<file path="src/rtl/y86_pkg.sv">
// Shared Y86-64 encodings for the execute stage.
// Instruction codes, status codes, condition codes and ALU op selection.
package y86_pkg;

  localparam logic [3:0] I_HALT   = 4'h0;
  localparam logic [3:0] I_NOP    = 4'h1;
  localparam logic [3:0] I_RRMOVQ = 4'h2;
  localparam logic [3:0] I_IRMOVQ = 4'h3;
  localparam logic [3:0] I_RMMOVQ = 4'h4;
  localparam logic [3:0] I_MRMOVQ = 4'h5;
  localparam logic [3:0] I_OPQ    = 4'h6;
  localparam logic [3:0] I_JXX    = 4'h7;
  localparam logic [3:0] I_CALL   = 4'h8;
  localparam logic [3:0] I_RET    = 4'h9;
  localparam logic [3:0] I_PUSHQ  = 4'hA;
  localparam logic [3:0] I_POPQ   = 4'hB;

  localparam logic [3:0] STAT_AOK = 4'b1000;
  localparam logic [3:0] STAT_HLT = 4'b0100;
  localparam logic [3:0] STAT_ADR = 4'b0010;
  localparam logic [3:0] STAT_INS = 4'b0001;

  localparam logic [3:0] RNONE = 4'hF;

  localparam logic [3:0] C_YES = 4'h0;
  localparam logic [3:0] C_LE  = 4'h1;
  localparam logic [3:0] C_L   = 4'h2;
  localparam logic [3:0] C_E   = 4'h3;
  localparam logic [3:0] C_NE  = 4'h4;
  localparam logic [3:0] C_GE  = 4'h5;
  localparam logic [3:0] C_G   = 4'h6;

  typedef enum logic [2:0] {
    ALU_ADD,
    ALU_SUB,
    ALU_AND,
    ALU_XOR,
    ALU_MUL,
    ALU_BAD
  } alu_op_e;

  // cc is {OF,SF,ZF}
  function automatic logic cond_eval(
    input logic [3:0] ifun,
    input logic [2:0] cc
  );
    logic of, sf, zf, r;
    {of, sf, zf} = cc;
    case (ifun)
      C_YES:   r = 1'b1;
      C_LE:    r = (sf ^ of) | zf;
      C_L:     r = sf ^ of;
      C_E:     r = zf;
      C_NE:    r = ~zf;
      C_GE:    r = ~(sf ^ of);
      C_G:     r = ~(sf ^ of) & ~zf;
      default: r = 1'b0;
    endcase
    return r;
  endfunction

endpackage

</file>
<file path="src/rtl/exec_stage_param_iter_mul.sv">
// Iterative signed shift-add multiplier, one partial product per cycle.
// Magnitudes are multiplied unsigned; the sign is applied at the end.
module iter_mul #(
  parameter int DATA_W = 64
) (
  input  logic              clk,
  input  logic              rst_n,
  input  logic              start,
  input  logic              hold,
  input  logic [DATA_W-1:0] a,
  input  logic [DATA_W-1:0] b,
  output logic              busy,
  output logic              done,
  output logic [DATA_W-1:0] prod_lo,
  output logic              ovf
);

  localparam int CNT_W = $clog2(DATA_W) + 1;

  localparam logic [1:0] S_IDLE = 2'd0;
  localparam logic [1:0] S_RUN  = 2'd1;
  localparam logic [1:0] S_DONE = 2'd2;

  logic [1:0]          state;
  logic [2*DATA_W-1:0] mc;
  logic [2*DATA_W-1:0] acc;
  logic [DATA_W-1:0]   mp;
  logic [CNT_W-1:0]    cnt;
  logic                neg;
  logic [DATA_W-1:0]   abs_a;
  logic [DATA_W-1:0]   abs_b;
  logic [2*DATA_W-1:0] prod;
  logic [DATA_W:0]     top;

  assign abs_a = a[DATA_W-1] ? -a : a;
  assign abs_b = b[DATA_W-1] ? -b : b;

  // Latch magnitudes on start, then shift-add once per cycle
  always_ff @(posedge clk) begin
    if (!rst_n) begin
      state <= S_IDLE;
      mc    <= '0;
      acc   <= '0;
      mp    <= '0;
      cnt   <= '0;
      neg   <= 1'b0;
    end else begin
      case (state)
        S_IDLE: begin
          if (start) begin
            mc    <= {{DATA_W{1'b0}}, abs_a};
            mp    <= abs_b;
            neg   <= a[DATA_W-1] ^ b[DATA_W-1];
            acc   <= '0;
            cnt   <= '0;
            state <= S_RUN;
          end
        end
        S_RUN: begin
          if (mp[0]) acc <= acc + mc;
          mc  <= mc << 1;
          mp  <= mp >> 1;
          cnt <= cnt + 1'b1;
          if (cnt == CNT_W'(DATA_W - 1))
            state <= S_DONE;
        end
        S_DONE: begin
          if (!hold) state <= S_IDLE;
        end
        default: state <= S_IDLE;
      endcase
    end
  end

  assign prod    = neg ? -acc : acc;
  assign prod_lo = prod[DATA_W-1:0];
  assign top     = prod[2*DATA_W-1:DATA_W-1];
  assign ovf     = ~(&top) & (|top);
  assign busy    = (state == S_IDLE && start)
                 || state == S_RUN;
  assign done    = state == S_DONE;

endmodule

</file>
<file path="src/rtl/exec_stage_param.sv">
// Y86-64 execute stage with CC register and E->M pipeline register.
// Define EXEC_MUL_EN to include the iterative OPq multiply (ifun 4).
module exec_stage_param
  import y86_pkg::*;
#(
  parameter int DATA_W = 64
) (
  input  logic              clk,
  input  logic              rst_n,
  input  logic [3:0]        E_stat,
  input  logic [3:0]        E_icode,
  input  logic [3:0]        E_ifun,
  input  logic [DATA_W-1:0] E_valA,
  input  logic [DATA_W-1:0] E_valB,
  input  logic [DATA_W-1:0] E_valC,
  input  logic [3:0]        E_destE,
  input  logic [3:0]        E_destM,
  input  logic              setcc,
  input  logic              M_stall,
  input  logic              M_bubble,
  output logic [DATA_W-1:0] e_valE,
  output logic [3:0]        e_destE,
  output logic              e_Cnd,
  output logic              e_busy,
  output logic [2:0]        cc_q,
  output logic [3:0]        M_stat,
  output logic [3:0]        M_icode,
  output logic              M_Cnd,
  output logic [DATA_W-1:0] M_valE,
  output logic [DATA_W-1:0] M_valA,
  output logic [3:0]        M_destE,
  output logic [3:0]        M_destM
);

  localparam int MSB = DATA_W - 1;

  alu_op_e           op;
  logic [DATA_W-1:0] sum;
  logic [DATA_W-1:0] dif;
  logic [DATA_W-1:0] alu_r;
  logic              alu_of;
  logic              op_ok;
  logic              bad_op;
  logic              is_op;
  logic              cc_we;
  logic [2:0]        cc_d;
  logic              mul_busy;

`ifdef EXEC_MUL_EN
  logic              mul_done;
  logic              mul_ovf;
  logic [DATA_W-1:0] mul_lo;
  logic              mul_start;

  assign mul_start = is_op && op == ALU_MUL && !M_stall;

  iter_mul #(.DATA_W(DATA_W)) u_mul (
    .clk     (clk),
    .rst_n   (rst_n),
    .start   (mul_start),
    .hold    (M_stall),
    .a       (E_valA),
    .b       (E_valB),
    .busy    (mul_busy),
    .done    (mul_done),
    .prod_lo (mul_lo),
    .ovf     (mul_ovf)
  );
`else
  assign mul_busy = 1'b0;
`endif

  assign is_op  = E_icode == I_OPQ;
  assign sum    = E_valB + E_valA;
  assign dif    = E_valB - E_valA;
  assign bad_op = is_op && op == ALU_BAD;
  assign e_busy = mul_busy;

  // Map OPq ifun onto an ALU operation
  always_comb begin
    op = ALU_BAD;
    unique case (1'b1)
      (E_ifun == 4'd0): op = ALU_ADD;
      (E_ifun == 4'd1): op = ALU_SUB;
      (E_ifun == 4'd2): op = ALU_AND;
      (E_ifun == 4'd3): op = ALU_XOR;
`ifdef EXEC_MUL_EN
      (E_ifun == 4'd4): op = ALU_MUL;
`endif
      default:          op = ALU_BAD;
    endcase
  end

  // OPq result, overflow flag and completion
  always_comb begin
    alu_r  = '0;
    alu_of = 1'b0;
    op_ok  = 1'b0;
    case (op)
      ALU_ADD: begin
        alu_r  = sum;
        alu_of = (E_valA[MSB] == E_valB[MSB])
              && (sum[MSB] != E_valA[MSB]);
        op_ok  = 1'b1;
      end
      ALU_SUB: begin
        alu_r  = dif;
        alu_of = (E_valA[MSB] != E_valB[MSB])
              && (dif[MSB] != E_valB[MSB]);
        op_ok  = 1'b1;
      end
      ALU_AND: begin
        alu_r = E_valA & E_valB;
        op_ok = 1'b1;
      end
      ALU_XOR: begin
        alu_r = E_valA ^ E_valB;
        op_ok = 1'b1;
      end
`ifdef EXEC_MUL_EN
      ALU_MUL: begin
        alu_r  = mul_done ? mul_lo : '0;
        alu_of = mul_done & mul_ovf;
        op_ok  = mul_done;
      end
`endif
      default: begin
        alu_r  = '0;
        alu_of = 1'b0;
        op_ok  = 1'b0;
      end
    endcase
  end

  // valE selection by instruction class
  always_comb begin
    e_valE = '0;
    case (E_icode)
      I_RRMOVQ:          e_valE = E_valA;
      I_IRMOVQ:          e_valE = E_valC;
      I_RMMOVQ, I_MRMOVQ: e_valE = E_valB + E_valC;
      I_OPQ:             e_valE = alu_r;
      I_CALL, I_PUSHQ:   e_valE = E_valB - DATA_W'(8);
      I_RET, I_POPQ:     e_valE = E_valB + DATA_W'(8);
      default:           e_valE = '0;
    endcase
  end

  assign cc_d  = {alu_of, alu_r[MSB], alu_r == '0};
  assign cc_we = is_op && setcc && op_ok
              && E_stat == STAT_AOK && !M_stall;

  // Condition codes only change when an OPq completes unstalled
  always_ff @(posedge clk) begin
    if (!rst_n)     cc_q <= 3'b001;
    else if (cc_we) cc_q <= cc_d;
  end

  assign e_Cnd = (E_icode == I_RRMOVQ || E_icode == I_JXX)
               ? cond_eval(E_ifun, cc_q) : 1'b0;
  assign e_destE = (E_icode == I_RRMOVQ && !e_Cnd)
                 ? RNONE : E_destE;

  // E->M register: reset > bubble > stall > busy bubble > load
  always_ff @(posedge clk) begin
    if (!rst_n || M_bubble || (!M_stall && e_busy)) begin
      M_stat  <= STAT_AOK;
      M_icode <= I_NOP;
      M_Cnd   <= 1'b0;
      M_valE  <= '0;
      M_valA  <= '0;
      M_destE <= RNONE;
      M_destM <= RNONE;
    end else if (!M_stall) begin
      M_stat  <= (bad_op && E_stat == STAT_AOK)
               ? STAT_INS : E_stat;
      M_icode <= E_icode;
      M_Cnd   <= e_Cnd;
      M_valE  <= e_valE;
      M_valA  <= E_valA;
      M_destE <= e_destE;
      M_destM <= E_destM;
    end
  end

endmodule
</file>
<file path="config.mk">
export PLATFORM = sky130hd
export DESIGN_NAME = exec_stage_param
export DESIGN_NICKNAME = d
export VERILOG_FILES = /design/src/rtl/y86_pkg.sv /design/src/rtl/exec_stage_param_iter_mul.sv /design/src/rtl/exec_stage_param.sv
export SDC_FILE = /design/constraint.sdc
export NUM_CORES = 1
export LEC_CHECK = 0
export ABC_AREA = 1
export CAP_MARGIN = 40
export CORE_MARGIN = 1.5
export CORE_UTILIZATION = 40
export CTS_BUF_LIST = sky130_fd_sc_hd__clkbuf_8
export DETAILED_ROUTE_END_ITERATION = 16
export PLACE_DENSITY = 0.68
export REMOVE_ABC_BUFFERS = 1
export SKIP_CTS_REPAIR_TIMING = 1
export SYNTH_ARGS = -nofsm -noshare
export SYNTH_HDL_FRONTEND = slang
export SYNTH_SLANG_ARGS = --single-unit
</file>
<file path="constraint.sdc">
create_clock -name clk -period 6.5 [get_ports clk]
set_input_delay 0.975 -clock clk [delete_from_list [all_inputs] [get_ports clk]]
set_output_delay 0.975 -clock clk [all_outputs]
set_load 0.05 [all_outputs]
</file>
==> results of run 1 <==
==> worst max-delay path: stages <==
cell	delay (ps)
sky130_fd_sc_hd__clkdlybuf4s50_1	600
sky130_fd_sc_hd__inv_1	220
sky130_fd_sc_hd__ha_1	720
sky130_fd_sc_hd__nand2_1	200
sky130_fd_sc_hd__nor2_1	180
sky130_fd_sc_hd__inv_1	80
sky130_fd_sc_hd__nor2_1	250
sky130_fd_sc_hd__nand2_1	220
sky130_fd_sc_hd__nor2_1	160
sky130_fd_sc_hd__nand2_1	220
sky130_fd_sc_hd__nand2_1	130
sky130_fd_sc_hd__nand2_1	50
sky130_fd_sc_hd__nand3_1	80
sky130_fd_sc_hd__nand3_1	230
sky130_fd_sc_hd__a21oi_1	360
sky130_fd_sc_hd__o211ai_1	230
sky130_fd_sc_hd__buf_4	270
==> cells in the mapped netlist, types with 4 or more instances <==
library cell,instances,area (µm²)
sky130_fd_sc_hd__nand2_1,1687,6330
sky130_fd_sc_hd__inv_1,1019,3820
sky130_fd_sc_hd__nor2_1,745,2800
sky130_fd_sc_hd__a21oi_1,445,2230
sky130_fd_sc_hd__nand3_1,425,2130
sky130_fd_sc_hd__o21ai_0,364,1820
sky130_fd_sc_hd__ha_1,250,3130
sky130_fd_sc_hd__dfxtp_1,148,2960
sky130_fd_sc_hd__clkbuf_1,77,289
sky130_fd_sc_hd__nand4_1,64,400
sky130_fd_sc_hd__nor3_1,54,270
sky130_fd_sc_hd__o22ai_1,52,325
sky130_fd_sc_hd__buf_2,39,195
sky130_fd_sc_hd__o21bai_1,38,285
sky130_fd_sc_hd__a21o_1,37,278
sky130_fd_sc_hd__nor2_2,27,169
sky130_fd_sc_hd__nand3b_1,24,180
sky130_fd_sc_hd__nand2_2,22,138
sky130_fd_sc_hd__o211ai_1,22,165
sky130_fd_sc_hd__a31oi_1,20,125
sky130_fd_sc_hd__o21ai_1,19,95.1
sky130_fd_sc_hd__buf_1,17,63.8
sky130_fd_sc_hd__buf_4,17,128
sky130_fd_sc_hd__nor4_1,15,93.8
sky130_fd_sc_hd__o21a_1,15,113
sky130_fd_sc_hd__or2_2,14,87.6
sky130_fd_sc_hd__a21boi_0,12,90.1
sky130_fd_sc_hd__buf_6,12,135
sky130_fd_sc_hd__inv_2,12,45.0
sky130_fd_sc_hd__xnor2_1,10,87.6
sky130_fd_sc_hd__xor2_1,8,70.1
sky130_fd_sc_hd__nor3_2,7,70.1
sky130_fd_sc_hd__o2111ai_1,7,61.3
sky130_fd_sc_hd__a221oi_1,5,43.8
sky130_fd_sc_hd__and3_1,5,31.3
sky130_fd_sc_hd__nand3_2,5,50.1
sky130_fd_sc_hd__or2_0,5,31.3
sky130_fd_sc_hd__a2111oi_0,4,35.0
sky130_fd_sc_hd__a211oi_1,4,30.0
sky130_fd_sc_hd__fa_1,4,80.1
sky130_fd_sc_hd__or2_1,4,25.0
==> flip-flops by register name, indices dropped and copies added (netlist names) <==
| signal | cells |
|---|---|
| M_valA | 64 |
| M_valE | 64 |
| M_destE | 4 |
| M_destM | 4 |
| M_icode | 4 |
| M_stat | 4 |
| cc_q | 3 |
| M_Cnd | 1 |
==> area by class of cell <==
cell class | instances | area, µm² | area share
sequential | 148 | 2960 | 0.0827
multi-input combinational | 4443 | 22100 | 0.618
timing repair buffer | 562 | 5260 | 0.147
clock inverter | 15 | 123 | 0.00342
tap | 959 | 1200 | 0.0335
inverter | 1032 | 3880 | 0.108
antenna | 10 | 25.0 | 0.000699
clock buffer | 17 | 234 | 0.00653
==> power by group <==
group          switching (W)  internal (W)
clock               0.000508      0.000273
sequential         0.0000209      0.000945
combinational        0.00233      0.000957
==> worst max-delay path by stage <==
| stage | startpoint | to | slack (ps) | cells past startpoint |
|---|---|---|---|---|
| finish | E_valA[41] | e_valE[51] | 340 | 17 |
| global route | E_icode[3] | e_valE[57] | 240 | 20 |
| global placement | E_valA[40] | e_valE[51] | 540 | 17 |
| detailed placement | E_icode[2] | e_valE[18] | 570 | 13 |
| CTS | E_icode[3] | e_valE[18] | 550 | 14 |
| floorplan | E_icode[3] | e_valE[34] | -1090 | 13 |
==> kinds of logic after synthesis <==
group,share of synthesized area
AND/OR/NAND/NOR,0.434
buffers and inverters,0.158
AO/OA/AOI/OAI,0.196
adder cells (fa/ha/maj),0.108
flip-flops,0.0997
XOR/XNOR,0.00530
other,0.000126
==> per-stage QoR <==
stage / setup slack [ps] / hold slack (ps) / TNS, ps / util
after detailed placement: 569 / 452 / 0 / 0.484
final: 341 / 472 / 0 / 0.489
after CTS: 548 / 473 / 0 / 0.489
after floorplan: -1090 / 684 / -58440 / -
after global placement: 539 / 450 / 0 / 0.484
after global routing: 242 / 486 / 0 / 0.489
==> per-layer routing <==
metal	vias up	routed length, µm	track usage
li1	19298	-	-
met5	-	64	0
met1	18501	71600	0.577
met3	625	21000	0.115
met4	8	16000	0.348
met2	2712	76400	0.708
==> flow_results.org, run 1 <==
** Outcome
- Run status :: complete, no violations

** Timing
- Max_slew headroom :: 0.370
- Max Clk Rate :: ~0.16 GHz
- Setup violations remaining at the end of the flow were counted as 0.
- For the pin with the worst max-slew slack, the measured transition is 935 ps.
- Of the available clock period, the critical path in the final layout requires 0.948.
- Unrepaired setup endpoints after global routing :: false
- The clock period could shrink to roughly 6200 ps.
- Between clock sinks in the finished design, the worst skew comes to between 15 and 20 ps.
- The number of hold violations in the final report is 0.
- The final max-slew violation count came to 0.

** Synthesis
- The synthesized design contains 148 register bits.
- Yosys synthesis warning count :: 0
- Count of distinct cell types in the synthesized netlist :: between 50 and 60
- Mean post-synth cell area :: just over 5 µm²
- The synthesized design contains 0 enable-type register cells.
- Share of synthesized area occupied by flip-flops and latches :: 0.0997
- In the synthesized netlist the dominant register cell turns out to be sky130_fd_sc_hd__dfxtp_1.
- In the synthesized netlist, the number of instances is between 5k and 6k.
- Ys async rst share :: 0
- The mapped netlist covers ~30000 µm².

** Worst hold path
- Worst hold path class :: reg2reg
- Number of cells on the worst hold path :: 2
- Hold_sp :: M_stat[1]
- Terminating pin of the worst hold path :: M_stat[1]

** Routing
- The final route contains a little over 40k vias.
- The detailed router finished its first iteration with between 5k and 6k violations.
- Routed WL :: between 150 and 200 mm
- Residual DRC :: 0
- The first detailed-routing pass ran for 6 iterations.
- After detailed routing, the average wire length per cell comes to roughly 26 µm.
- Using the TritonRoute via totals, the vias-per-cell ratio works out to about 5.7.
- Remaining number of nets flagged by the antenna check after routing :: 0

** Worst setup path
- Critical path data required time :: 5520 ps
- CP endpoint kind :: output port
- Register-to-register setup slack :: between 4000 and 5000 ps
- The worst register-to-register path has a depth of 10.
- Critical-path maximum fanout :: 10
- The worst register-to-register path ends at M_destE[3].
- The critical path is of the in2out type.
- The worst setup path is launched from a primary input.
- Launch instance of the worst register-to-register path :: cc_q[2]
- Data arrives at the worst endpoint at 5180 ps.

** Layout
- Summing all non-filler instances in the final layout gives an area of roughly 36000 µm².
- Number of nets in the layout :: 6675
- In the final layout, the share of cells above drive strength 1 is 0.0513.
- Top library cells by usage in the layout, fill and taps aside :: sky130_fd_sc_hd__nand2_1 (1685), sky130_fd_sc_hd__inv_1 (1016), sky130_fd_sc_hd__nor2_1 (740)
- Relative to the synthesized area, the layout overhead comes to 20.5%.
- Number of cells in the finished layout apart from fillers :: just over 7k
- After filler insertion, the fill cell instance count of the layout stands at between 8k and 9k.
- The library cell used most frequently in the layout, excluding fill and tap cells, is sky130_fd_sc_hd__nand2_1.

** Global route
- Entering global routing, the biggest net connects 93 pins.
- Tot GR Track Use :: 0.469
- The first global-routing pass estimated around 250 mm of wire.
- Total gr overflow :: 0
- Number of antenna violations at the first check in global routing :: 9
- The number of global-route vias before repair was between 30k and 40k.

** Floorplanning
- In this run the core area contains slightly below 100 standard-cell rows.
- Area of the core :: about 73000 µm²
- For this configuration, the core starts out at a cell density of 0.406.
- I/O pin cnt :: 435
- Chip Width :: 276 µm
- Die boundary height :: 276 µm
- Total Die Area :: 75900 µm²

** Place
- In this run the tool buffered the top-level ports with between 400 and 500 buffer cells.
- Detailed placement finished with a half-perimeter wire length of between 150 and 200 mm.
- The congestion estimate from routability-driven global placement came to ~1.1.
- After detailed placement, the total cell area comes to around 35000 µm².
- Counting tap cells, the placed design contains a total of roughly 7k instances.

** Clock tree
- Clock tree synthesis inserted a total of 17 buffers.
- In this run the deepest clock path goes through 2 buffers.
- H-Tree Level Count :: 4
- The tree is rooted in a sky130_fd_sc_hd__clkbuf_8.
- Clock network latency to the later pin of the worst-skew pair :: between 500 and 600 ps
- TritonCTS built the clock tree.
- Post-CTS clock slew at the launch and capture registers of the worst setup and hold paths :: 100 ps
- For this design, the sink count on the clock tree is roughly 150.

** Pwr
- After layout, the design draws a total of approximately 0.0050 W.
- In this run the static leakage power is between 15 and 20 nW.
- In this run the power density over the cells is roughly 140 nW/µm².
- VDD sags by at most about 0.14 mV.

** Run
- MaxCap Viol Count :: 0
Note: power is estimated with default switching activity, not from simulation.
==> inputs of run 2 (changes only) <==
- ABC_AREA: 1 -> unset
- GPL_TIMING_DRIVEN: unset -> 0
- PLACE_DENSITY: 0.68 -> 0.69
- SLEW_MARGIN: unset -> 20
==> flow_results.org, run 2 <==
** Worst hold path
- In this run the most critical hold path is launched from M_destE[3].
- Along the worst hold path, the cell count comes to 2.
- Terminating pin of the worst hold path :: M_destE[3]
- The worst hold path belongs to the class reg2reg.

** Place
- At the end of routability-driven placement, the weighted congestion stood at roughly 1.
- HPWL after detailed placement :: approximately 88 mm
- Number of I/O port buffers :: approximately 430

** Floorplanning
- The die covers ~63000 µm².
- Number of rows in the core area :: 90
- Starting utilization of the core area :: 0.407
- In this run the vertical extent of the chip is roughly 250 µm.
- Area of the core :: just over 60000 µm²
- Chip Width :: approximately 250 µm
- 435 I/O pins were placed.

** Timing
- The final max-slew violation count is 0.
- Transition time at the pin with the least slew margin :: ~920 ps
- The tightest hold path in the finished design has a slack of between 400 and 500 ps.
- Max_slew headroom :: 0.383
- Setup repair after global routing could not meet its margin everywhere.
- Final Critical Period :: 6550 ps
- Total negative setup slack :: -73.3 ps
- The number of hold violations in the final report was 0.
- Timing would allow up to around 0.15 GHz.
- Across all setup checks in the final design, the least slack found is -53.4 ps.
- Setup violations remaining at the end of the flow were counted as 2.
- In the finished design, the share of the clock period the worst path needs comes to 1.01.
- Clock skew on the completed layout was measured at between 1 and 1.5 ps.

** Worst setup path
- Cell at the slowest stage of the critical path :: sky130_fd_sc_hd__clkdlybuf4s50_1
- Traced cell by cell, the critical path runs through clkdlybuf4s50_1 -> ha_1 -> a21o_1 -> or2_2 -> o211ai_1 -> buf_4 -> a21oi_4 -> o21ai_4 -> nor4_2 -> nor4_4 -> buf_4 -> o21bai_4 -> a211o_1 -> a311oi_1 -> xor2_1 -> o211ai_1 -> buf_4.
- The worst register-to-register path begins at cc_q[2].
- Reg2reg end :: M_destE[1]
- The cell that appears most often on the critical path is sky130_fd_sc_hd__buf_4.
- Critical path data required time :: approximately 5500 ps
- The worst register-to-register path has a setup slack of 4390 ps.
- Kind of critical path :: in2out
- Along the worst path, the maximum fanout reaches 5.
- Arrival time worst endpoint :: about 5600 ps
- Slowest Stage Delay on Critical Path :: ~530 ps
- Measured in cells, the most critical reg-to-reg path has a length of 9.
- CP endpoint kind :: output port
- The worst setup path is launched from a primary input.

** Routing
- Initial DRC count :: 3698
- Routed WL :: roughly 110 mm
- Remaining number of nets flagged by the antenna check after routing :: 0
- Via-per-instance ratio :: between 6 and 7
- First-pass detailed-route iteration total :: 9
- DR WL/cell :: about 24 µm
- The routed layout has roughly 30k vias.
- For this run, design rule violations remaining after detail routing come to 0.

** Synthesis
- Post-Synth XOR/XNOR Area :: 0.0511
- Most frequent cell after synthesis :: sky130_fd_sc_hd__nor2_1
- The complex-gate fraction of the synthesized area was 0.363.
- Of the total synthesized cell area, the portion taken by full adders, half adders and majority gates is 0.130.
- Most common flop cell mapped by yosys :: sky130_fd_sc_hd__dfxtp_1
- Counting flops with a built-in enable in the synthesized netlist gives 0.
- Yosys synthesis warning count :: 0
- Synthesized area :: approximately 25000 µm²
- Leading post-synthesis cells by instance count :: sky130_fd_sc_hd__nor2_1 (388), sky130_fd_sc_hd__nand2_1 (340), sky130_fd_sc_hd__a21oi_1 (328)
- By area, the combinational part of the netlist is dominated by compound AO/OA/AOI/OAI gates.
- Mean post-synth cell area :: approximately 7.0 µm²
- Ys async rst share :: 0
- Simple-gate portion of the synthesized area :: 0.218
- Count of distinct cell types in the synthesized netlist :: slightly below 100
- Yosys top cell area share :: 0.127
- For this run, the register share of the synthesized area comes to 0.120.
- Multiplexer fraction of the synthesized cell area :: 0.0581
- In the post-synthesis netlist, the biggest area contributors are sky130_fd_sc_hd__ha_1 (13%), sky130_fd_sc_hd__dfxtp_1 (12%), sky130_fd_sc_hd__a21oi_1 (6.7%).
- Largest area contributor in the synthesized netlist :: sky130_fd_sc_hd__ha_1
- Synthesis produced 3551 cells.
- The synthesized design contains between 100 and 150 register bits.

** Pwr
- Net switching power of the design :: 0.00240 W
- The share of total power dissipated in combinational logic is 0.634.
- The design draws roughly 0.0048 W.
- The share of total power dissipated in sequential elements is 0.200.
- Power per Cell Area :: around 150 nW/µm²
- Reported leakage power :: between 10 and 15 nW
- Total internal power :: roughly 0.0024 W
- Max rail drop VDD :: roughly 0.17 mV
- Of the total power, the share spent switching nets is 0.504.
- Clk pwr share :: 0.166

** Global route
- Entering global routing, the biggest net connects 63 pins.
- Wire length of the first global-routing pass :: approximately 170 mm
- Total gr overflow :: 0
- Across every metal layer, demand over resource in global routing totals 0.335.
- Vias in the first global route :: around 28k
- The number of antenna violations at the first check in global routing is 1.

** Layout
- The top cell types in the final layout, fill and taps aside, are sky130_fd_sc_hd__clkdlybuf4s50_1 (385), sky130_fd_sc_hd__nor2_1 (381), sky130_fd_sc_hd__nand2_1 (334).
- Largest registers ranked by flip-flop count :: M_valA: 64 flops, M_valE: 64 flops
- After filler insertion, the fill cell instance count of the layout stands at a little over 6k.
- At the end of the flow, the number of nets in the layout was 4336.
- Relative to the synthesized area, the layout overhead comes to 27.6%.
- Of the cells placed in the final design, the portion with a size suffix greater than 1 is 0.0944.
- Leaving out fill and tap cells, the most frequent cell in the layout is sky130_fd_sc_hd__clkdlybuf4s50_1.

** Clock tree
- After clock tree synthesis, the clock-pin slew on the worst setup and hold paths is 100 ps.
- H-Tree Level Count :: 4
- Clock buffer depth :: 2
- Clock buffers created by TritonCTS :: 17
- Clock sinks :: approximately 150
- Cell chosen for the clock root :: sky130_fd_sc_hd__clkbuf_8
- Clock network latency to the later pin of the worst-skew pair :: a little under 600 ps
- CTS tree :: built

** Run
- MaxCap Viol Count :: 0

** Outcome
- The final reports fail on setup timing.
- Run status :: finished with violations
run 2: cell types whose count changed after synthesis, moves of 41 or more:
| cell | change |
|---|---|
| sky130_fd_sc_hd__a21o_1 | +70 |
| sky130_fd_sc_hd__o21ai_0 | -125 |
| sky130_fd_sc_hd__mux2i_1 | +131 |
| sky130_fd_sc_hd__o211ai_1 | +51 |
| sky130_fd_sc_hd__xnor2_1 | +99 |
| sky130_fd_sc_hd__nand3_1 | -354 |
| sky130_fd_sc_hd__clkbuf_1 | +100 |
| sky130_fd_sc_hd__a21oi_1 | -117 |
| sky130_fd_sc_hd__nor2_1 | -357 |
| sky130_fd_sc_hd__nand2b_1 | +41 |
| sky130_fd_sc_hd__inv_1 | -858 |
| sky130_fd_sc_hd__nand2_1 | -1347 |
run 2: worst max-delay path by stage:
stage | from | endpoint | slack (ps) | cells after the start
finish | E_valB[6] | e_valE[61] | -50 | 17
detailed placement | E_icode[2] | e_valE[61] | -2830 | 18
global placement | E_icode[2] | e_valE[61] | -9250 | 17
floorplan | E_icode[2] | e_valE[61] | -2350 | 15
CTS | E_icode[2] | e_valE[61] | -2880 | 18
global route | E_icode[3] | e_valE[61] | -140 | 19
run 2: metrics by stage:
stage | instances | worst slack [ps] | area, µm² | utilization
after detailed placement | 4589 | -2830 | 29800 | 0.492
after CTS | 4621 | -2880 | 30200 | 0.498
after global routing | 4661 | -138 | 31500 | 0.519
after global placement | 4547 | -9250 | 29100 | 0.480
after floorplan | 3332 | -2350 | 23800 | -
final | 4662 | -53.4 | 31500 | 0.519
run 2: layer usage:
layer,part of all wire,global-route usage,vias up
li1,-,-,13926
met1,0.42,0.447,14307
met2,0.44,0.524,1808
met3,0.10,0.0684,273
met4,0.039,0.138,0
met5,0,0,-
run 2: critical path: cells and delay by family:
kind / cells / cell delay (ps)
and+or+nand+nor: 3 / 660
adders and majority gates: 1 / 420
AOI/OAI and AO/OA: 8 / 2150
buffers and inverters: 4 / 1230
xor gates and xnor gates: 1 / 120
run 2: power groups by stage:
stage | registers (W) | clock network [W] | logic, W
6_report | 0.000952 | 0.000791 | 0.00302
3_5_place_dp | 0.000973 | 0 | 0.00279
5_1_grt | 0.000956 | 0.000845 | 0.00320
4_1_cts | 0.000952 | 0.000821 | 0.00280
2_1_floorplan | 0.00108 | 0 | 0.00172
3_3_place_gp | 0.000972 | 0 | 0.00277
run 2: area by class of cell:
class	instances	area, µm²	area share
tap	782	978	0.0311
multi-input combinational	3019	21400	0.678
inverter	167	629	0.0200
clock buffer	18	248	0.00787
antenna	2	5.00	0.000159
timing repair buffer	512	5160	0.164
sequential	148	2960	0.0941
clock inverter	14	140	0.00445
run 2: cells by family (layout without fill, tap and decap cells):
group | count (synthesis) | count (layout)
fa+ha+maj | 254 | 254
simple gates | 1161 | 1163
mux | 141 | 141
buf+inv | 386 | 711
xor+xnor | 144 | 144
other cells | 1 | 3
flops | 148 | 148
compound gates | 1316 | 1316
